`src/rtl/alarm_ring_sequencer_if.sv`:
```
// Signal bundle between the alarm sequencer and the rest of the clock.
// The master drives strobes, buttons and the current time; the slave returns the alarm status.
interface alarm_ring_sequencer_if;
    logic       tick_1hz;
    logic       alm_hour;
    logic       alm_min;
    logic       alm_onoff;
    logic       sw_stop;
    logic       sw_snooze;
    logic [4:0] cur_hour;
    logic [5:0] cur_min;
    logic [4:0] alarm_hour;
    logic [5:0] alarm_min;
    logic       alarm_en;
    logic       ringing;
    logic       buzzer;

    modport master (
        output tick_1hz, alm_hour, alm_min, alm_onoff,
        output sw_stop, sw_snooze, cur_hour, cur_min,
        input  alarm_hour, alarm_min, alarm_en, ringing, buzzer
    );

    modport slave (
        input  tick_1hz, alm_hour, alm_min, alm_onoff,
        input  sw_stop, sw_snooze, cur_hour, cur_min,
        output alarm_hour, alarm_min, alarm_en, ringing, buzzer
    );
endinterface

```
`src/rtl/alarm_ring_sequencer.sv`:
```
// Alarm set-point registers and ring/snooze sequencer for the digital clock.
// Define ALM_RING_TIMEOUT_EN to return to ARMED after RING_SEC ticks of unanswered ringing.
module alarm_ring_sequencer #(
    parameter int ALM_RST_HOUR = 7,
    parameter int ALM_RST_MIN  = 0,
    parameter int RING_SEC     = 60,
    parameter int SNOOZE_SEC   = 300,
    parameter int MAX_SNOOZE   = 3
) (
    input logic                   clk,
    input logic                   rst,
    alarm_ring_sequencer_if.slave bus
);

    typedef enum logic [1:0] {DISARMED, ARMED, RINGING, SNOOZE} state_t;

    localparam int TMAX = (RING_SEC > SNOOZE_SEC) ? RING_SEC : SNOOZE_SEC;
    localparam int TW   = $clog2(TMAX + 1);
    localparam int CW   = (MAX_SNOOZE < 1) ? 1 : $clog2(MAX_SNOOZE + 1);

    localparam logic [TW-1:0] SNZ_T = TW'(SNOOZE_SEC);
    localparam logic [TW-1:0] ONE_T = TW'(1);
    localparam logic [CW-1:0] MAX_C = CW'(MAX_SNOOZE);
`ifdef ALM_RING_TIMEOUT_EN
    localparam logic [TW-1:0] RING_T = TW'(RING_SEC);
`else
    localparam logic [TW-1:0] RING_T = '0;
`endif

    state_t        state, state_d;
    logic [TW-1:0] timer, timer_d;
    logic [CW-1:0] snz_cnt, snz_cnt_d;
    logic          beat, beat_d;
    logic [4:0]    hour_q;
    logic [5:0]    min_q;
    logic          match, match_q, fire;
    logic          stop_q, snz_q, stop_edge, snz_edge;
    logic          edit_ok;

    assign match     = (bus.cur_hour == hour_q) && (bus.cur_min == min_q);
    assign fire      = match & ~match_q;
    assign stop_edge = bus.sw_stop & ~stop_q;
    assign snz_edge  = bus.sw_snooze & ~snz_q;
    assign edit_ok   = (state != RINGING);

    always_ff @(posedge clk or negedge rst) begin
        if (!rst) begin
            hour_q  <= 5'(ALM_RST_HOUR);
            min_q   <= 6'(ALM_RST_MIN);
            match_q <= 1'b0;
            stop_q  <= 1'b0;
            snz_q   <= 1'b0;
        end else begin
            match_q <= match;
            stop_q  <= bus.sw_stop;
            snz_q   <= bus.sw_snooze;
            if (edit_ok && bus.alm_min)
                min_q <= (min_q == 6'd59) ? 6'd0 : min_q + 6'd1;
            if (edit_ok && bus.alm_hour)
                hour_q <= (hour_q == 5'd23) ? 5'd0 : hour_q + 5'd1;
        end
    end

    always_ff @(posedge clk or negedge rst) begin
        if (!rst) begin
            state   <= DISARMED;
            timer   <= '0;
            snz_cnt <= '0;
            beat    <= 1'b0;
        end else begin
            state   <= state_d;
            timer   <= timer_d;
            snz_cnt <= snz_cnt_d;
            beat    <= beat_d;
        end
    end

    always_comb begin
        state_d   = state;
        timer_d   = timer;
        snz_cnt_d = snz_cnt;
        beat_d    = beat;
        unique case (state)
            DISARMED: begin
                if (bus.alm_onoff) state_d = ARMED;
            end
            ARMED: begin
                if (bus.alm_onoff) begin
                    state_d = DISARMED;
                end else if (fire) begin
                    state_d   = RINGING;
                    snz_cnt_d = '0;
                    timer_d   = RING_T;
                    beat_d    = 1'b1;
                end
            end
            RINGING: begin
                if (bus.alm_onoff) begin
                    state_d = DISARMED;
                end else if (stop_edge) begin
                    state_d   = ARMED;
                    snz_cnt_d = '0;
                end else if (snz_edge) begin
                    if (snz_cnt < MAX_C) begin
                        state_d   = SNOOZE;
                        timer_d   = SNZ_T;
                        snz_cnt_d = snz_cnt + 1'b1;
                    end else begin
                        state_d   = ARMED;
                        snz_cnt_d = '0;
                    end
                end else if (bus.tick_1hz) begin
                    beat_d = ~beat;
`ifdef ALM_RING_TIMEOUT_EN
                    if (timer == ONE_T) begin
                        state_d   = ARMED;
                        snz_cnt_d = '0;
                    end else if (timer != '0) begin
                        timer_d = timer - 1'b1;
                    end
`endif
                end
            end
            SNOOZE: begin
                if (bus.alm_onoff) begin
                    state_d = DISARMED;
                end else if (stop_edge) begin
                    state_d   = ARMED;
                    snz_cnt_d = '0;
                end else if (bus.tick_1hz) begin
                    if (timer == ONE_T) begin
                        state_d = RINGING;
                        timer_d = RING_T;
                        beat_d  = 1'b1;
                    end else if (timer != '0) begin
                        timer_d = timer - 1'b1;
                    end
                end
            end
            default: state_d = DISARMED;
        endcase
        // Idle states park the timer at zero so it can never wrap.
        if (state_d == ARMED || state_d == DISARMED) timer_d = '0;
    end

    assign bus.alarm_hour = hour_q;
    assign bus.alarm_min  = min_q;
    assign bus.alarm_en   = (state != DISARMED);
    assign bus.ringing    = (state == RINGING);
    assign bus.buzzer     = (state == RINGING) & beat;

endmodule

```
`src/flat_wrapper.sv`:
```
// flat-port wrapper written by rule: the top's interface ports become plain ports
module alarm_ring_sequencer_flat 
#(
    parameter int ALM_RST_HOUR = 7,
    parameter int ALM_RST_MIN  = 0,
    parameter int RING_SEC     = 60,
    parameter int SNOOZE_SEC   = 300,
    parameter int MAX_SNOOZE   = 3
)
  (clk, rst, bus_tick_1hz, bus_alm_hour, bus_alm_min, bus_alm_onoff, bus_sw_stop, bus_sw_snooze, bus_cur_hour, bus_cur_min, bus_alarm_hour, bus_alarm_min, bus_alarm_en, bus_ringing, bus_buzzer);
  alarm_ring_sequencer_if bus_i ();
  input logic clk;
  input logic rst;
  input wire logic [$bits(bus_i.tick_1hz)-1:0] bus_tick_1hz;
  input wire logic [$bits(bus_i.alm_hour)-1:0] bus_alm_hour;
  input wire logic [$bits(bus_i.alm_min)-1:0] bus_alm_min;
  input wire logic [$bits(bus_i.alm_onoff)-1:0] bus_alm_onoff;
  input wire logic [$bits(bus_i.sw_stop)-1:0] bus_sw_stop;
  input wire logic [$bits(bus_i.sw_snooze)-1:0] bus_sw_snooze;
  input wire logic [$bits(bus_i.cur_hour)-1:0] bus_cur_hour;
  input wire logic [$bits(bus_i.cur_min)-1:0] bus_cur_min;
  output wire logic [$bits(bus_i.alarm_hour)-1:0] bus_alarm_hour;
  output wire logic [$bits(bus_i.alarm_min)-1:0] bus_alarm_min;
  output wire logic [$bits(bus_i.alarm_en)-1:0] bus_alarm_en;
  output wire logic [$bits(bus_i.ringing)-1:0] bus_ringing;
  output wire logic [$bits(bus_i.buzzer)-1:0] bus_buzzer;
  assign bus_i.tick_1hz = bus_tick_1hz;
  assign bus_i.alm_hour = bus_alm_hour;
  assign bus_i.alm_min = bus_alm_min;
  assign bus_i.alm_onoff = bus_alm_onoff;
  assign bus_i.sw_stop = bus_sw_stop;
  assign bus_i.sw_snooze = bus_sw_snooze;
  assign bus_i.cur_hour = bus_cur_hour;
  assign bus_i.cur_min = bus_cur_min;
  assign bus_alarm_hour = bus_i.alarm_hour;
  assign bus_alarm_min = bus_i.alarm_min;
  assign bus_alarm_en = bus_i.alarm_en;
  assign bus_ringing = bus_i.ringing;
  assign bus_buzzer = bus_i.buzzer;
  alarm_ring_sequencer #(.ALM_RST_HOUR(ALM_RST_HOUR), .ALM_RST_MIN(ALM_RST_MIN), .RING_SEC(RING_SEC), .SNOOZE_SEC(SNOOZE_SEC), .MAX_SNOOZE(MAX_SNOOZE)) u_core (.clk(clk), .rst(rst), .bus(bus_i));
endmodule
```
`config.mk`:
```
export PLATFORM = sky130hd
export DESIGN_NAME = alarm_ring_sequencer_flat
export DESIGN_NICKNAME = d
export VERILOG_FILES = /design/src/rtl/alarm_ring_sequencer_if.sv /design/src/rtl/alarm_ring_sequencer.sv /design/src/flat_wrapper.sv
export SDC_FILE = /design/constraint.sdc
export NUM_CORES = 1
export LEC_CHECK = 0
export CAP_MARGIN = 0
export CORE_AREA = 4 4 59 74
export CTS_BUF_LIST = sky130_fd_sc_hd__clkbuf_16
export CTS_CLUSTER_DIAMETER = 150
export DETAILED_ROUTE_END_ITERATION = 10
export DIE_AREA = 0 0 63 78
export PLACE_DENSITY = 0.77
export SKIP_CTS_REPAIR_TIMING = 1
export SKIP_LAST_GASP = 1
export SYNTH_ARGS = -nofsm -noshare
export SYNTH_HDL_FRONTEND = slang
export SYNTH_SLANG_ARGS = --single-unit
```
`constraint.sdc`:
```
create_clock -name clk -period 2.9 [get_ports clk]
set_input_delay 0.58 -clock clk [delete_from_list [all_inputs] [get_ports clk]]
set_output_delay 0.58 -clock clk [all_outputs]
set_load 0.05 [all_outputs]
```
; ---- Yosys cells after proc, flatten, opt, wreduce, memory -nomap -nowiden
; Index checks and enable logic that the tools add are counted.
[word_totals]
reg_bits = 28
latchBits = 0
ram_bits = 0
rom_bits = 0
input_bits = 19
output_inout_bits = 14
memories = 0
[classes]
n_addsub = 4
mul = 0
n_div = 0
n_lt_le_gt_ge = 1
eq_ne = 32
shift = 0
muxes = 47
bitwise = 8
reduce_logical = 13
[op_table]
columns = op, n
row1 = $mux 9, 12
row2 = $mux 2, 19
row3 = $pmux 9 s3, 1
row4 = $reduce_and 11->1, 2
row5 = $ne 2x2->1 const B, 9
row6 = $ne 3x1->1 const B, 4
row7 = $ne 3x2->1 const B, 4
row8 = $mux 1, 10
row9 = $eq 9x1->1 const B, 1
row10 = $reduce_bool 9->1, 1
row11 = $sub 9x1->9 const B, 1
row12 = $pmux 2 s4, 1
row13 = $reduce_and 7->1, 1
row14 = $add 6x1->6 const B, 1
row15 = $eq 6x6->1, 1
row16 = $eq 6x6->1 const B, 1
row17 = $mux 6, 1
row18 = $ne 2x1->1 const B, 3
row19 = $ne 3x3->1 const B, 2
row20 = $pmux 2 s3, 1
row21 = $add 5x1->5 const B, 1
row22 = $eq 5x5->1, 1
row23 = $eq 5x5->1 const B, 1
row24 = $mux 5, 1
row25 = 14 further kinds, 25

; ---- Longest topological paths before layout
; Gate-level depths: netlist of run 1.
[depth]
depth_word = 10
mapped_depth = 9
depth_no_buf = 8

; ---- Least setup slack after synthesis of run 1
; No wires, ideal clock.
[synth_path]
path_type = reg-to-reg
from = register u_core.min_q[2], in the netlist u_core.bus.alarm_min[2]
to = register u_core.timer[6]
setup_ps = 79
arrival_time_ps = 2567
t_required_ps = 2821
slack_ps = 253
path_stages_with_launch = 9
n_path_buf = 2
synth_period_minus_slack_ps = 2647
path_cell_list = dfrtp_1 -> buf_4 -> xor2_1 -> nor4_2 -> a41oi_1 -> or3_4 -> buf_6 -> or4_1 -> a21oi_1
[synth_via]
elab_chain_cells = 10
[synth_lines]
columns = element, line_no
row1 = from (decl), alarm_ring_sequencer.sv:35  ; logic [5:0] min_q;
row2 = from (signal assigned), alarm_ring_sequencer.sv:49  ; min_q <= 6'(ALM_RST_MIN);
row3 = from (signal assigned), alarm_ring_sequencer.sv:58  ; min_q <= (min_q == 6'd59) ? 6'd0 : min_q + 6'd1;
row4 = $eq 6x6->1 (*), alarm_ring_sequencer.sv:40  ; assign match = (bus.cur_hour == hour_q) && (bus.cur_min == min_q);
row5 = $logic_and 1x1->1 (*), alarm_ring_sequencer.sv:40
row6 = $and 1x1->1 (*), alarm_ring_sequencer.sv:41  ; assign fire = match & ~match_q;
row7 = $mux 2, alarm_ring_sequencer.sv:90  ; end else if (fire) begin
row8 = $mux 2, alarm_ring_sequencer.sv:88  ; if (bus.alm_onoff) begin
row9 = $pmux 2 s4, alarm_ring_sequencer.sv:83  ; unique case (state)
row10 = $eq 2x1->1 or $logic_not 2->1 (tied branches), alarm_ring_sequencer.sv:143  ; if (state_d == ARMED || state_d == DISARMED) timer_d = '0;
row11 = $logic_or 1x1->1, alarm_ring_sequencer.sv:143
row12 = "$ne 4x1->1 (no source line), or another cell as far along", --
row13 = $reduce_and 11->1 (no source line), --
row14 = to (signal assigned), alarm_ring_sequencer.sv:72  ; timer <= timer_d;
row15 = to (decl), alarm_ring_sequencer.sv:31  ; logic [TW-1:0] timer, timer_d;
; Mark *: on every way between the ends. The rest lies on a longest branch, timed or not.
; A chain may end at the register's enable or synchronous reset.

; ---- Worst setup path in the final report of run 1
[layout_path]
from = input port bus_cur_hour[2]
to = register u_core.timer[4]
[layout_via]
elab_chain_cells = 10
[layout_lines]
columns = element, line_no
row1 = from (decl), flat_wrapper.sv:20  ; input wire logic [$bits(bus_i.cur_hour)-1:0] bus_cur_hour;
row2 = $eq 5x5->1 (*), alarm_ring_sequencer.sv:40
row3 = $logic_and 1x1->1 (*), alarm_ring_sequencer.sv:40
row4 = $and 1x1->1 (*), alarm_ring_sequencer.sv:41
row5 = $mux 2, alarm_ring_sequencer.sv:90
row6 = $mux 2, alarm_ring_sequencer.sv:88
row7 = $pmux 2 s4, alarm_ring_sequencer.sv:83
row8 = $eq 2x1->1 or $logic_not 2->1 (tied branches), alarm_ring_sequencer.sv:143
row9 = $logic_or 1x1->1, alarm_ring_sequencer.sv:143
row10 = "$ne 4x1->1 (no source line), or another cell as far along", --
row11 = $reduce_and 11->1 (no source line), --
; Marks and branches as above.

==> run summary, run 1 <==
## Status
- run status: complete, no violations

## Finish
- Sequential cell area: 704 um^2
- area delta synth->final: 25.6%
- net count of the finished layout: 278
- number of filler instances in the final layout: 318
- area taken by multi-input logic gates: 1080 um^2
- share of post-route cells with drive strength above 1: 8.91%
- # diodes: 0
- final cell area excluding filler cells: 2340 um^2
- core utilization of the finished layout: 62.9%

## Die
- Placeable Area: 3720 um^2
- number of ports placed on the die boundary: 33
- Chip Height: 78 um
- starting density of the core: 50.1%
- die span in x: 63 um
- row count: 25
- Die ar.: 4910 um^2

## Detailed routing
- via count: 1672
- antenna violation net count after detailed routing: 0
- DRC violations left: 0
- total wire length: 4.35 mm
- vias per cell: 5.83
- DRC violation total after the first TritonRoute iteration: 129
- wire length per cell: 15.2 um
- detailed-routing iteration count for the pre-antenna-repair pass: 5

## Logic synthesis
- Post-synth EDFFs: 0
- asr flop ratio synth: 100%
- cell type with the largest total area after synthesis: sky130_fd_sc_hd__dfrtp_1
- most used standard cells in the synthesized netlist: sky130_fd_sc_hd__dfrtp_1, sky130_fd_sc_hd__nand2_1, sky130_fd_sc_hd__o21ai_0
- Cell Area, Synth: 1860 um^2
- warnings from Yosys: 0
- Avg Cell Area, Syn: 8.96 um^2
- dominant register cell in the synthesized netlist: sky130_fd_sc_hd__dfrtp_1
- Mapped Nets: 238
- Gate Count Post-Synth: 208
- most repeated cell in the gate-level netlist after synthesis: sky130_fd_sc_hd__dfrtp_1
- number of storage elements in the synthesis netlist: 28
- share of the yosys chip area belonging to registers: 37.8%
- post-synth cell types: 43
- largest cells by area after synthesis: sky130_fd_sc_hd__dfrtp_1, sky130_fd_sc_hd__ha_1, sky130_fd_sc_hd__xor2_1
- share of the synthesized area in the top cell type: 33.6%

## Critical path
- Arrival @ worst endpoint: 2840 ps
- slack of the worst reg-to-reg path: 380 ps
- path depth of the worst reg2reg path: 9
- Reg2Reg Launch Point: u_core.state[0]
- Critical Path, Cell by Cell: clkdlybuf4s50_1 -> xor2_1 -> nor4_2 -> a41oi_1 -> or3_4 -> or4_1 -> a21oi_1
- Worst path top cell family by delay: simple AND/OR/NAND/NOR gates
- peak per-stage delay on the critical path: 500 ps
- CP Buf/Inv Count: 1
- worst flop-to-flop path endpoint: u_core.timer[3]
- data required time at the worst endpoint: 3090 ps
- critical path's slowest cell: sky130_fd_sc_hd__or4_1
- Critical Path Source Type: primary input
- element type at the critical path end: flip-flop
- crit path max fanout: 8
- class of the most critical setup path: primary input to flip-flop

## STA
- Final Critical Period: 2660 ps
- Final Setup Violations: 0
- Setup TNS: 0 ps
- number of max-slew violations in the final report: 0
- Highest Clock Rate: 0.376 GHz
- fin crit share: 91.7%
- worst slew pin tran: 503 ps
- unrepaired setup endpoints after global routing: false
- number of hold violations in the final report: 0
- minimum hold slack: 522 ps
- Relative slew margins: 66.3%
- worst setup skew after layout: 5.81 ps

## Pwr
- clock group share of total power: 17.1%
- worst voltage drop across the vdd grid: 0.744 mV
- combinational cell fraction of total power: 49.2%
- switching part of the total power: 44.3%
- sequential share of power: 33.7%
- net switching component of the power: 815 uW
- internal cell power: 1.02 mW
- static leakage: 1.00 nW
- power per unit of standard cell area: 786 nW/um^2

## Clocking
- clock tree root driver cell: sky130_fd_sc_hd__clkbuf_16
- Inserted Clock Buffers: 3
- maximum count of clock buffers along a single path: 2
- TritonCTS clock tree: yes
- number of H-tree levels: 1
- CTS sink cnt: 28
- worst skew pair latency: 260 ps
- clock slew seen by the registers of the worst setup and hold paths: 70 ps

## Global route
- pin count of the biggest net entering global routing: 29
- Remaining Overflow, GRT: 0
- global-route wire length before repair: 8.09 mm
- vias in the first global route: 1808
- GRT Total Usage: 20.1%
- antenna violations before repair: 0

## Place
- post-DP HPWL: 3.24 mm
- last weighted congestion value of the routability-driven placer: 0.954
- port bufs: 32
- post-place instance area: 2260 um^2

## Flow run
- number of max-capacitance violations reported: 0

## Hold path
- number of cells on the worst hold path: 1
- kind of path behind the tightest hold check: flip-flop to flip-flop
- source of the worst hold timing path: u_core.snz_cnt[1]
- WHS Endpoint: u_core.snz_cnt[1]

==> routing by layer <==
metal | track usage (%) | share of wire [%] | up-vias
li1 | - | - | 829
met1 | 24.7 | 43 | 775
met2 | 35.5 | 50 | 56
met3 | 2.32 | 4.5 | 12
met4 | 7.95 | 2.7 | 0
met5 | 0 | 0 | -
==> layout by cell type (no fill, tap or decap), drive strengths merged, types with 4 or more instances in the layout <==
cell type      synthesis  final
mux2                   4      4
buf                    2      9
dfrtp                 25     25
clkdlybuf4s50          0     31
or3                    4      4
nor2b                  6      6
nor3                   8      8
ha                    11     11
nand4                  5      5
o21ai                 18     18
inv                   12     13
a21oi                 11     11
nor2                  11     11
and2                   5      5
nand3                  6      6
nand2                 18     18
xor2                  13     13
==> cell type report <==
cell class | instances | share of cell area [%]
Inverter | 12 | 1.92
Multi-Input combinational cell | 163 | 46.3
Tap cell | 40 | 2.14
Sequential cell | 28 | 30.1
Clock buffer | 3 | 3.21
Timing Repair Buffer | 40 | 16.1
Clock inverter | 1 | 0.160
==> logic make-up (layout without fill, tap and decap cells) <==
| group | after synthesis | count (layout) | synth area share (%) |
|---|---|---|---|
| xor gates and xnor gates | 15 | 15 | 7.05 |
| AOI/OAI and AO/OA | 51 | 51 | 16.8 |
| and+or+nand+nor | 82 | 82 | 24.6 |
| buffers and inverters | 17 | 56 | 4.03 |
| muxes | 4 | 4 | 2.42 |
| DFF | 28 | 28 | 37.8 |
| adders and majority gates | 11 | 11 | 7.38 |
==> power groups by stage <==
stage	Combinational, mW	Sequential [mW]	Clock, mW
final	0.905	0.620	0.315
after global placement	0.887	0.629	0
after detailed placement	0.905	0.624	0
after global routing	0.985	0.640	0.341
after CTS	0.911	0.620	0.321
after floorplan	0.394	0.834	0
==> registers in the layout, indices dropped and copies added, names as in the netlist <==
name	flops
u_core.match_q	1
u_core.beat	1
u_core.bus.alarm_hour	5
u_core.snz_q	1
u_core.snz_cnt	2
u_core.stop_q	1
u_core.timer	9
u_core.bus.alarm_min	6
u_core.state	2
==> worst max path at each step <==
stage,slack (ps),from,cells after the start,end
floorplan,250,u_core.bus.alarm_min[2],8,u_core.timer[6]
global placement,30,bus_cur_hour[2],7,u_core.timer[4]
detailed placement,-40,bus_cur_hour[2],7,u_core.timer[4]
CTS,220,bus_cur_hour[2],7,u_core.timer[4]
global route,100,bus_cur_min[5],7,u_core.timer[4]
finish,240,bus_cur_hour[2],7,u_core.timer[4]
==> metrics by stage <==
step                power (mW)  worst slack (ps)  instances
floorplan                 1.23               253        208
global placement          1.52              29.8        283
CTS                       1.85               220        287
global route              1.97               101        287
detailed placement        1.53             -43.7        283
finish                    1.84               242        287
(Power assumes the default switching activity.)
==> run 2, diff against run 1 <==
CORE_AREA = 4 4 68 64   (was 4 4 59 74)
DIE_AREA = 0 0 72 68   (was 0 0 63 78)
PLACE_DENSITY = 0.78   (was 0.77)
RECOVER_POWER = 50   (was default)
==> run summary, run 2 (synthesized netlist as in run 1, its figures left out) <==
## Status
- run status: complete, no violations

## Finish
- most common cell after layout, fill and taps aside: sky130_fd_sc_hd__clkdlybuf4s50_1
- share of post-route cells with drive strength above 1: 9.60%, +0.69 points
- net count of the finished layout: 281, +1.1%
- number of filler instances in the final layout: 316, -0.63%
- Most flops, register: u_core.timer
- max FFs per register: 9, unchanged
- area delta synth->final: 27.0%
- # diodes: 0, unchanged
- most frequent cells in the layout: sky130_fd_sc_hd__clkdlybuf4s50_1, sky130_fd_sc_hd__dfrtp_1, sky130_fd_sc_hd__nand2_1, sky130_fd_sc_hd__o21ai_0, sky130_fd_sc_hd__xor2_1

## STA
- Final Critical Period: 2580 ps, -78.9 ps
- fin crit share: 89.0%, -2.7 points
- Final Setup Violations: 0, unchanged
- worst setup skew after layout: 3.30 ps, -2.50 ps
- worst slew pin tran: 1470 ps, +962 ps
- Setup TNS: 0 ps, unchanged
- minimum hold slack: 512 ps, -10.7 ps
- number of max-slew violations in the final report: 0, unchanged
- Highest Clock Rate: 0.388 GHz, +3.1%
- Relative slew margins: 2.33%, -64 points
- unrepaired setup endpoints after global routing: false
- number of hold violations in the final report: 0, unchanged

## Die
- Placeable Area: 3630 um^2, -2.6%
- number of ports placed on the die boundary: 33, unchanged
- Chip Height: 68 um, -13%
- starting density of the core: 51.4%, +1.3 points
- Die ar.: 4900 um^2, -0.37%
- die span in x: 72 um, +14%
- row count: 21, -16%

## Detailed routing
- detailed-routing iteration count for the pre-antenna-repair pass: 4, -1
- DRC violation total after the first TritonRoute iteration: 116, -10%
- antenna violation net count after detailed routing: 0, unchanged
- vias per cell: 5.88, +0.84%
- wire length per cell: 14.8 um, -2.6%
- DRC violations left: 0, unchanged
- total wire length: 4.37 mm, +0.44%
- via count: 1739, +4.0%

## Critical path
- class of the most critical setup path: primary input to flip-flop
- crit path max fanout: 6, -2
- Critical Path Source Type: primary input
- Arrival @ worst endpoint: 2760 ps, -80 ps
- data required time at the worst endpoint: 3090 ps, about the same
- element type at the critical path end: flip-flop

## Global route
- antenna violations before repair: 0, unchanged
- Remaining Overflow, GRT: 0, unchanged
- vias in the first global route: 1632, -9.7%
- global-route wire length before repair: 7.42 mm, -8.4%
- pin count of the biggest net entering global routing: 29, unchanged
- GRT Total Usage: 19.0%, -1.1 points

## Clocking
- Inserted Clock Buffers: 3, unchanged
- number of H-tree levels: 1, unchanged
- maximum count of clock buffers along a single path: 2, unchanged
- clock tree root driver cell: sky130_fd_sc_hd__clkbuf_16
- worst skew pair latency: 260 ps, about the same
- clock slew seen by the registers of the worst setup and hold paths: 70 ps, about the same
- TritonCTS clock tree: yes
- CTS sink cnt: 28, unchanged

## Place
- port bufs: 32, unchanged
- last weighted congestion value of the routability-driven placer: 0.987, +3.5%
- post-DP HPWL: 3.35 mm, +3.5%

## Pwr
- static leakage: 1.01 nW, +0.83%
- power per unit of standard cell area: 779 nW/um^2, -0.91%
- worst voltage drop across the vdd grid: 0.443 mV, -40%

## Hold path
- kind of path behind the tightest hold check: flip-flop to flip-flop

## Flow run
- number of max-capacitance violations reported: 0, unchanged

[run 2: through the flow]
stage / setup slack, ps / cell area (um^2) / utilization [%] / instances / power, mW
after detailed placement: 40.6 / 2290 / 63.2 / 292 / 1.54
after CTS: 305 / 2370 / 65.4 / 296 / 1.85
after global routing: 162 / 2370 / 65.3 / 296 / 1.95
after floorplan: 253 / 1860 / - / 208 / 1.23
final: 320 / 2370 / 65.3 / 296 / 1.84
after global placement: 59.7 / 2290 / 63.2 / 292 / 1.52
[run 2: final timing paths]
check / start / endpoint / slack, ps / cells after the start
max: bus_cur_hour[2] / u_core.timer[4] / 320 / 7
min: u_core.snz_cnt[1] / u_core.snz_cnt[1] / 510 / 1
max reg2reg: u_core.bus.alarm_hour[2] / u_core.timer[4] / 510 / 6
min reg2reg: u_core.snz_cnt[1] / u_core.snz_cnt[1] / 510 / 1
max in group asynchronous: rst / u_core.bus.alarm_hour[4] / 850 / 2
min in group asynchronous: rst / u_core.timer[1] / 1190 / 2
[run 2: critical path, cell delays in order]
cell                              delay, ps
sky130_fd_sc_hd__clkdlybuf4s50_1        410
sky130_fd_sc_hd__xor2_1                 150
sky130_fd_sc_hd__nor4_2                 340
sky130_fd_sc_hd__a41oi_1                190
sky130_fd_sc_hd__or3_4                  440
sky130_fd_sc_hd__or4_1                  510
sky130_fd_sc_hd__a21oi_1                140
[run 2: report_power, final]
group	internal [mW]	leakage [nW]	switching (mW)
logic	0.362	0.615	0.549
registers	0.484	0.355	0.135
clock network	0.185	0.0385	0.129
[run 2: area by class of cell]
cell class / instances / area (um^2) / share of cell area [%]
Sequential cell: 28 / 704 / 29.8
Inverter: 12 / 45.0 / 1.90
Clock buffer: 3 / 75.1 / 3.17
Multi-Input combinational cell: 163 / 1080 / 45.8
Timing Repair Buffer: 43 / 397 / 16.8
Clock inverter: 1 / 3.75 / 0.159
Tap cell: 46 / 57.6 / 2.43
[run 2: per-layer routing]
metal | GRT usage [%] | part of all wire [%]
met1 | 25.8 | 45
met2 | 31.4 | 48
met3 | 2.50 | 6.3
met4 | 6.34 | 1.1
met5 | 0 | 0
==> run 3, diff against run 2 <==
ABC_CLOCK_PERIOD_IN_PS = 2900   (was default)
==> results of run 3 <==
The final DEF is identical to that of run 2; final timing and power are the same.
